File: src/rtl/bus_copy_master.sv
// -----------------------------------------------------------------------------
// bus_copy_master
//
// Purpose:
//   Bus initiator that copies a block of 32-bit words from a source byte
//   address to a destination byte address over the CPU-style memory bus
//   (valid / addr / wstrb / wdata / rdata / ready / error). It sits beside the
//   CPU behind a two-master arbiter and lets software drain peripheral FIFOs
//   into RAM without a CPU load/store loop. Each word is moved as one read
//   followed by one write. With a zero-wait responder, that costs two cycles
//   per word.
//
// Parameters:
//   COUNT_WIDTH     width of the word-count field (max 2^COUNT_WIDTH-1 words)
//   TIMEOUT_CYCLES  cycles an access may stall without ready/error before it
//                   is treated as a bus error
//
// Ports:
//   clk, rst          system clock, asynchronous active-high reset
//   cmd_valid/ready   command handshake (ready only while idle)
//   cmd_src/dst       source / destination byte addresses (word aligned)
//   cmd_words         number of words to copy (0 = no-op)
//   busy              transfer in progress (accept edge through FINISH)
//   done              one-cycle pulse at transfer end, success or error
//   err, err_addr     sticky error flag and faulting address, cleared on the
//                     next accepted command
//   m_valid ... m_wdata   master side of the memory bus
//   m_rdata, m_ready, m_error   responder side of the memory bus
// -----------------------------------------------------------------------------
module bus_copy_master #(
  parameter int COUNT_WIDTH    = 16,
  parameter int TIMEOUT_CYCLES = 1024
) (
  input  logic                   clk,
  input  logic                   rst,
  // command / status
  input  logic                   cmd_valid,
  output logic                   cmd_ready,
  input  logic [31:0]            cmd_src,
  input  logic [31:0]            cmd_dst,
  input  logic [COUNT_WIDTH-1:0] cmd_words,
  output logic                   busy,
  output logic                   done,
  output logic                   err,
  output logic [31:0]            err_addr,
  // memory bus, master side
  output logic                   m_valid,
  output logic [31:0]            m_addr,
  output logic [3:0]             m_wstrb,
  output logic [31:0]            m_wdata,
  input  logic [31:0]            m_rdata,
  input  logic                   m_ready,
  input  logic                   m_error
);

  // Timeout counter must hold values up to TIMEOUT_CYCLES-1.
  localparam int               TMO_W    = $clog2(TIMEOUT_CYCLES + 1);
  localparam logic [TMO_W-1:0] TMO_LAST = TMO_W'(TIMEOUT_CYCLES - 1);

  typedef enum logic [1:0] {
    S_IDLE   = 2'd0,
    S_READ   = 2'd1,
    S_WRITE  = 2'd2,
    S_FINISH = 2'd3
  } state_t;

  state_t                 state_q, state_d;

  // Working copies of the command: advanced by one word after each write.
  logic [31:0]            src_q, src_d;
  logic [31:0]            dst_q, dst_d;
  logic [COUNT_WIDTH-1:0] cnt_q, cnt_d;

  // Bus request registers. They change only on a handshake edge (or on
  // entry/exit), so address, strobe and data stay stable across wait states.
  logic                   valid_q, valid_d;
  logic [31:0]            addr_q, addr_d;
  logic [3:0]             wstrb_q, wstrb_d;
  logic [31:0]            wdata_q, wdata_d;   // doubles as the read-data latch

  logic                   err_q, err_d;
  logic [31:0]            err_addr_q, err_addr_d;

  logic [TMO_W-1:0]       tmo_q, tmo_d;

  logic                   stall;
  logic                   tmo_hit;
  logic                   bus_fault;

  // A stalled access counts toward the timeout. Hitting the limit is handled
  // exactly like a responder error.
  assign stall     = valid_q && !m_ready && !m_error;
  assign tmo_hit   = stall && (tmo_q == TMO_LAST);
  assign bus_fault = valid_q && (m_error || tmo_hit);

  // ---------------------------------------------------------------------------
  // Next-state and datapath logic
  // ---------------------------------------------------------------------------
  always_comb begin
    state_d    = state_q;
    src_d      = src_q;
    dst_d      = dst_q;
    cnt_d      = cnt_q;
    valid_d    = valid_q;
    addr_d     = addr_q;
    wstrb_d    = wstrb_q;
    wdata_d    = wdata_q;
    err_d      = err_q;
    err_addr_d = err_addr_q;
    tmo_d      = tmo_q;

    if (stall) begin
      tmo_d = tmo_q + TMO_W'(1);
    end

    case (state_q)
      S_IDLE: begin
        if (cmd_valid) begin
          src_d      = cmd_src;
          dst_d      = cmd_dst;
          cnt_d      = cmd_words;
          err_d      = 1'b0;
          err_addr_d = 32'h0;
          if (cmd_words == '0) begin
            state_d = S_FINISH;
          end else if (cmd_src[1:0] != 2'b00) begin
            // Source is reported before destination when both are bad.
            err_d      = 1'b1;
            err_addr_d = cmd_src;
            state_d    = S_FINISH;
          end else if (cmd_dst[1:0] != 2'b00) begin
            err_d      = 1'b1;
            err_addr_d = cmd_dst;
            state_d    = S_FINISH;
          end else begin
            // Request the first read right away so it appears the cycle
            // after the accept edge.
            valid_d = 1'b1;
            addr_d  = cmd_src;
            wstrb_d = 4'h0;
            state_d = S_READ;
          end
        end
      end

      S_READ: begin
        if (bus_fault) begin
          err_d      = 1'b1;
          err_addr_d = addr_q;
          valid_d    = 1'b0;
          wstrb_d    = 4'h0;
          state_d    = S_FINISH;
        end else if (m_ready) begin
          // Keep m_valid high and turn the read straight into the write.
          wdata_d = m_rdata;
          addr_d  = dst_q;
          wstrb_d = 4'hF;
          state_d = S_WRITE;
        end
      end

      S_WRITE: begin
        if (bus_fault) begin
          err_d      = 1'b1;
          err_addr_d = addr_q;
          valid_d    = 1'b0;
          wstrb_d    = 4'h0;
          state_d    = S_FINISH;
        end else if (m_ready) begin
          src_d = src_q + 32'd4;
          dst_d = dst_q + 32'd4;
          cnt_d = cnt_q - COUNT_WIDTH'(1);
          if (cnt_q == COUNT_WIDTH'(1)) begin
            valid_d = 1'b0;
            wstrb_d = 4'h0;
            state_d = S_FINISH;
          end else begin
            addr_d  = src_q + 32'd4;
            wstrb_d = 4'h0;
            state_d = S_READ;
          end
        end
      end

      S_FINISH: begin
        state_d = S_IDLE;
      end

      default: begin
        valid_d = 1'b0;
        state_d = S_IDLE;
      end
    endcase

    // Every state entry restarts the timeout window.
    if (state_d != state_q) begin
      tmo_d = '0;
    end
  end

  // ---------------------------------------------------------------------------
  // State register
  // ---------------------------------------------------------------------------
  always_ff @(posedge clk or posedge rst) begin
    if (rst) begin
      state_q    <= S_IDLE;
      src_q      <= 32'h0;
      dst_q      <= 32'h0;
      cnt_q      <= '0;
      valid_q    <= 1'b0;
      addr_q     <= 32'h0;
      wstrb_q    <= 4'h0;
      wdata_q    <= 32'h0;
      err_q      <= 1'b0;
      err_addr_q <= 32'h0;
      tmo_q      <= '0;
    end else begin
      state_q    <= state_d;
      src_q      <= src_d;
      dst_q      <= dst_d;
      cnt_q      <= cnt_d;
      valid_q    <= valid_d;
      addr_q     <= addr_d;
      wstrb_q    <= wstrb_d;
      wdata_q    <= wdata_d;
      err_q      <= err_d;
      err_addr_q <= err_addr_d;
      tmo_q      <= tmo_d;
    end
  end

  assign cmd_ready = (state_q == S_IDLE);
  assign busy      = (state_q != S_IDLE);
  assign done      = (state_q == S_FINISH);
  assign err       = err_q;
  assign err_addr  = err_addr_q;
  assign m_valid   = valid_q;
  assign m_addr    = addr_q;
  assign m_wstrb   = wstrb_q;
  assign m_wdata   = wdata_q;

endmodule

File: config.mk
export PLATFORM = sky130hd
export DESIGN_NAME = bus_copy_master
export DESIGN_NICKNAME = d
export VERILOG_FILES = /design/src/rtl/bus_copy_master.sv
export SDC_FILE = /design/constraint.sdc
export NUM_CORES = 1
export LEC_CHECK = 0
export ABC_AREA = 1
export CAP_MARGIN = 10
export CORE_UTILIZATION = 54
export CTS_BUF_LIST = sky130_fd_sc_hd__clkbuf_8
export CTS_CLUSTER_SIZE = 40
export DETAILED_ROUTE_END_ITERATION = 10
export PLACE_DENSITY = 0.84
export SLEW_MARGIN = 20
export SYNTH_ARGS = -nofsm -noshare
export SYNTH_HDL_FRONTEND = slang
export SYNTH_SLANG_ARGS = --single-unit
export TNS_END_PERCENT = 5
File: constraint.sdc
create_clock -name clk -period 8.7 [get_ports clk]
set_input_delay 1.305 -clock clk [delete_from_list [all_inputs] [get_ports clk]]
set_output_delay 1.305 -clock clk [all_outputs]
set_load 0.1 [all_outputs]
==> impl_metrics.yaml <==
outcome:
  run_status: "completed"
logic_synthesis:
  synth_top_area_share_pct: 42.4
  synth_top_area_cell: "dfrtp_1"
  ys_dominant_reg_cell: "dfrtp_1"
  synth_area_leaders: "dfrtp_1, nand2_1, nand3_1, o21ai_0, nor2_1"
  synth-warning-count: 0
  syn_nets: 1662
  synth_cell_types: 42
  synthArstFlopShare_pct: 100
  synth_area_per_cell_um2: 7.37
  ys_seq_area_share_pct: 42.4
  syn_area_mm2: 0.0113
  synth_edf_count: 0
  synth_cells: 1536
  ys_ff_latch: 192
detailed_routing:
  via_count: 11500
  drt-wirelength-per-cell_um: 18.2
  drt_pass1_iterations: 6
  vias_per_cell: 5.77
  drt_iter0_drc: 1119
  routed_wl_um: 36200
  drcViolationCount: 0
  ant_nets: 0
clocking:
  ctsHoldBuffers: 0
  cts_resized: 0
  cts.clk_slew.worst_paths_ns: 0.10
  htreeDepth: 4
  clkSinkCount: 192
  cts_tree: "done"
  numCtsBuffers: 17
  cts_max_path_buffers: 2
  post_cts_buffers: 0
  clkLatencyLatePin_ns: 0.48
  cts-root-buf: "clkbuf_8"
critical_path:
  path_class: "primary input to flop"
  cp_max_fo: 72
  startpoint_type: "primary input"
  path_cells: "clkdlybuf4s50_1 > inv_2 > nand3_2 > nor2_2 > nand2_1 > nand2_2 > nand3_1 > nand2_2 > buf_4 > inv_2 > buf_4 > o311ai_0 > o21ai_0"
  r2r-start: "state_q[0]$_DFF_PP0_"
  critPathArrivalTime_ns: 4.40
  critical_path_buf_inv_count: 5
  required_ns: 9.04
  cp-end-kind: "flop"
  crit_start: "m_ready"
  cp_top_family: "buffers and inverters"
  worstRegToRegCells: 10
  worstSetupPathDepth: 13
  crit_slowest_cell: "clkdlybuf4s50_1"
  critical_path.max_stage_delay_ns: 0.50
cells_and_area:
  syn_to_final_growth_pct: 23.2
  nNetsFinal: 1835
  drive_gt1_share_pct: 5.46
  finish.utilization_pct: 68.5
timing:
  maxSlewViolCount: 0
  grt_setup_unrepaired: "false"
  fmax_ghz: 0.246
  tightest_slew_ns: 1.11
  setup_violations: 0
  tns_ns: 0
  setup_ws_ns: 4.64
  period_share_pct: 46.7
  hold_violations: 0
  whs_ns: 0.497
  fin_skew_ns: 0.0161
  fin_crit_ns: 4.06
  relSlewSlack_pct: 26.0
placement:
  hpwl_um: 26200
  pre_cts_slack_ns: 4.19
  portBuffers: 221
  place_congestion: 0.956
die:
  dieArea_mm2: 0.0216
  start_util_pct: 55.6
  coreArea_mm2: 0.0204
  die_h_um: 147
  ios: 222
  die_w_um: 147
  rows: 52
min_path:
  hold_path.startpoint: "dst_q[0]$_DFFE_PP0P_"
  min_path_cells: 2
  hold_class: "flop to flop"
global_routing:
  first_global_vias: 10900
  antenna_found_initial: 0
  grt_pass1_wl_um: 57600
  grt_usage_pct: 34.1
  grt_overflow: 0
  grt_max_degree: 129
job:
  drv_cap: 0
## registers in the layout (all words and copies together) (netlist names)
register and count:
dst_q 32, err_addr 32, m_addr 32, m_wdata 32
src_q 32, cnt_q 16, tmo_q 11, state_q 2
err 1, m_valid 1, m_wstrb 1
## placed cells by master, fill, tap and decap left out, types with 9 or more instances in the layout
master	count
a22oi_1	9
o22ai_1	26
mux2_2	29
nand2_1	371
buf_4	11
xor2_1	28
inv_1	147
clkdlybuf4s50_1	221
clkbuf_8	17
nand4_1	12
nand3_1	125
dfrtp_1	192
nor3_1	28
o211ai_1	19
o21ai_0	123
nor2_1	158
a21oi_1	88
a31oi_1	35
## final cells by class
type                    instances  area, um^2
clock buffers                  17         234
flip-flops and latches        192        4800
multi-input cells            1110        5560
repair buffers                232        2290
clock inverters                15         125
diodes                          1        2.50
fillers                      1734        6410
inverters                     156         593
well taps                     270         338
## stage by stage
| stage | std cells | cell area [um^2] |
|---|---|---|
| 4_1_cts | 1992 | 13900 |
| 5_1_grt | 1992 | 13900 |
| 2_1_floorplan | 1536 | 11300 |
| 6_report | 1993 | 14000 |
| 3_5_place_dp | 1960 | 13600 |
| 3_3_place_gp | 1960 | 13600 |
## cells by family (layout without fill, tap and decap cells)
kind of cell	after synthesis	in the layout	share of synthesized area, %
multiplexers	33	33	3.27
flip-flops	192	192	42.4
other	0	1	0
XOR/XNOR	33	33	2.55
AO/OA/AOI/OAI	314	314	15.6
buffers and inverters	234	420	8.53
AND/OR/NAND/NOR	721	721	26.6
adder cells (fa/ha/maj)	9	9	0.994
## metal layers
metal	GRT usage, %	wire length, um
met5	0	0
met4	13.2	1290
met3	6.34	3100
met2	54.6	16700
met1	46.0	15100
## synthesized netlist by cell type, types with 2 or more instances
library cell	n
a21oi_1	88
a22oi_1	9
a31oi_1	35
buf_1	3
buf_2	16
buf_4	8
buf_6	5
clkbuf_1	46
clkinv_1	3
dfrtp_1	192
ha_1	9
inv_1	148
inv_2	5
mux2_1	3
mux2_2	29
nand2_1	371
nand2_2	3
nand3_1	125
nand3_2	2
nand3b_1	7
nand4_1	12
nor2_1	159
nor3_1	28
nor3b_1	2
nor4_1	7
o211ai_1	19
o21ai_0	123
o21ai_1	4
o221ai_1	2
o22ai_1	26
o22ai_2	2
o311ai_0	2
or2_2	3
xnor2_1	5
xor2_1	28
## final timing paths
path                                       endpoint  slack [ns]
max                           dst_q[10]$_DFFE_PP0P_        4.64
min                            dst_q[0]$_DFFE_PP0P_        0.50
min in group asynchronous    m_wdata[5]$_DFFE_PP0P_        1.38
max in group asynchronous  err_addr[29]$_DFFE_PP0P_        5.92
max reg2reg                   dst_q[10]$_DFFE_PP0P_        4.86
min reg2reg                    dst_q[0]$_DFFE_PP0P_        0.50
## worst register-to-register path, stage by stage (launching register included)
cell and delay, ns:
dfrtp_1 0.43, inv_1 0.18, ha_2 0.22, buf_4 0.75
nand3_1 0.25, nand2_2 0.10, buf_4 0.48, inv_2 0.44
buf_4 0.45, o311ai_0 0.25, o21ai_0 0.14
Power is left out: the tool's default activity adds up to more than one toggle a clock period on the data nets, which glitch-free logic cannot reach.
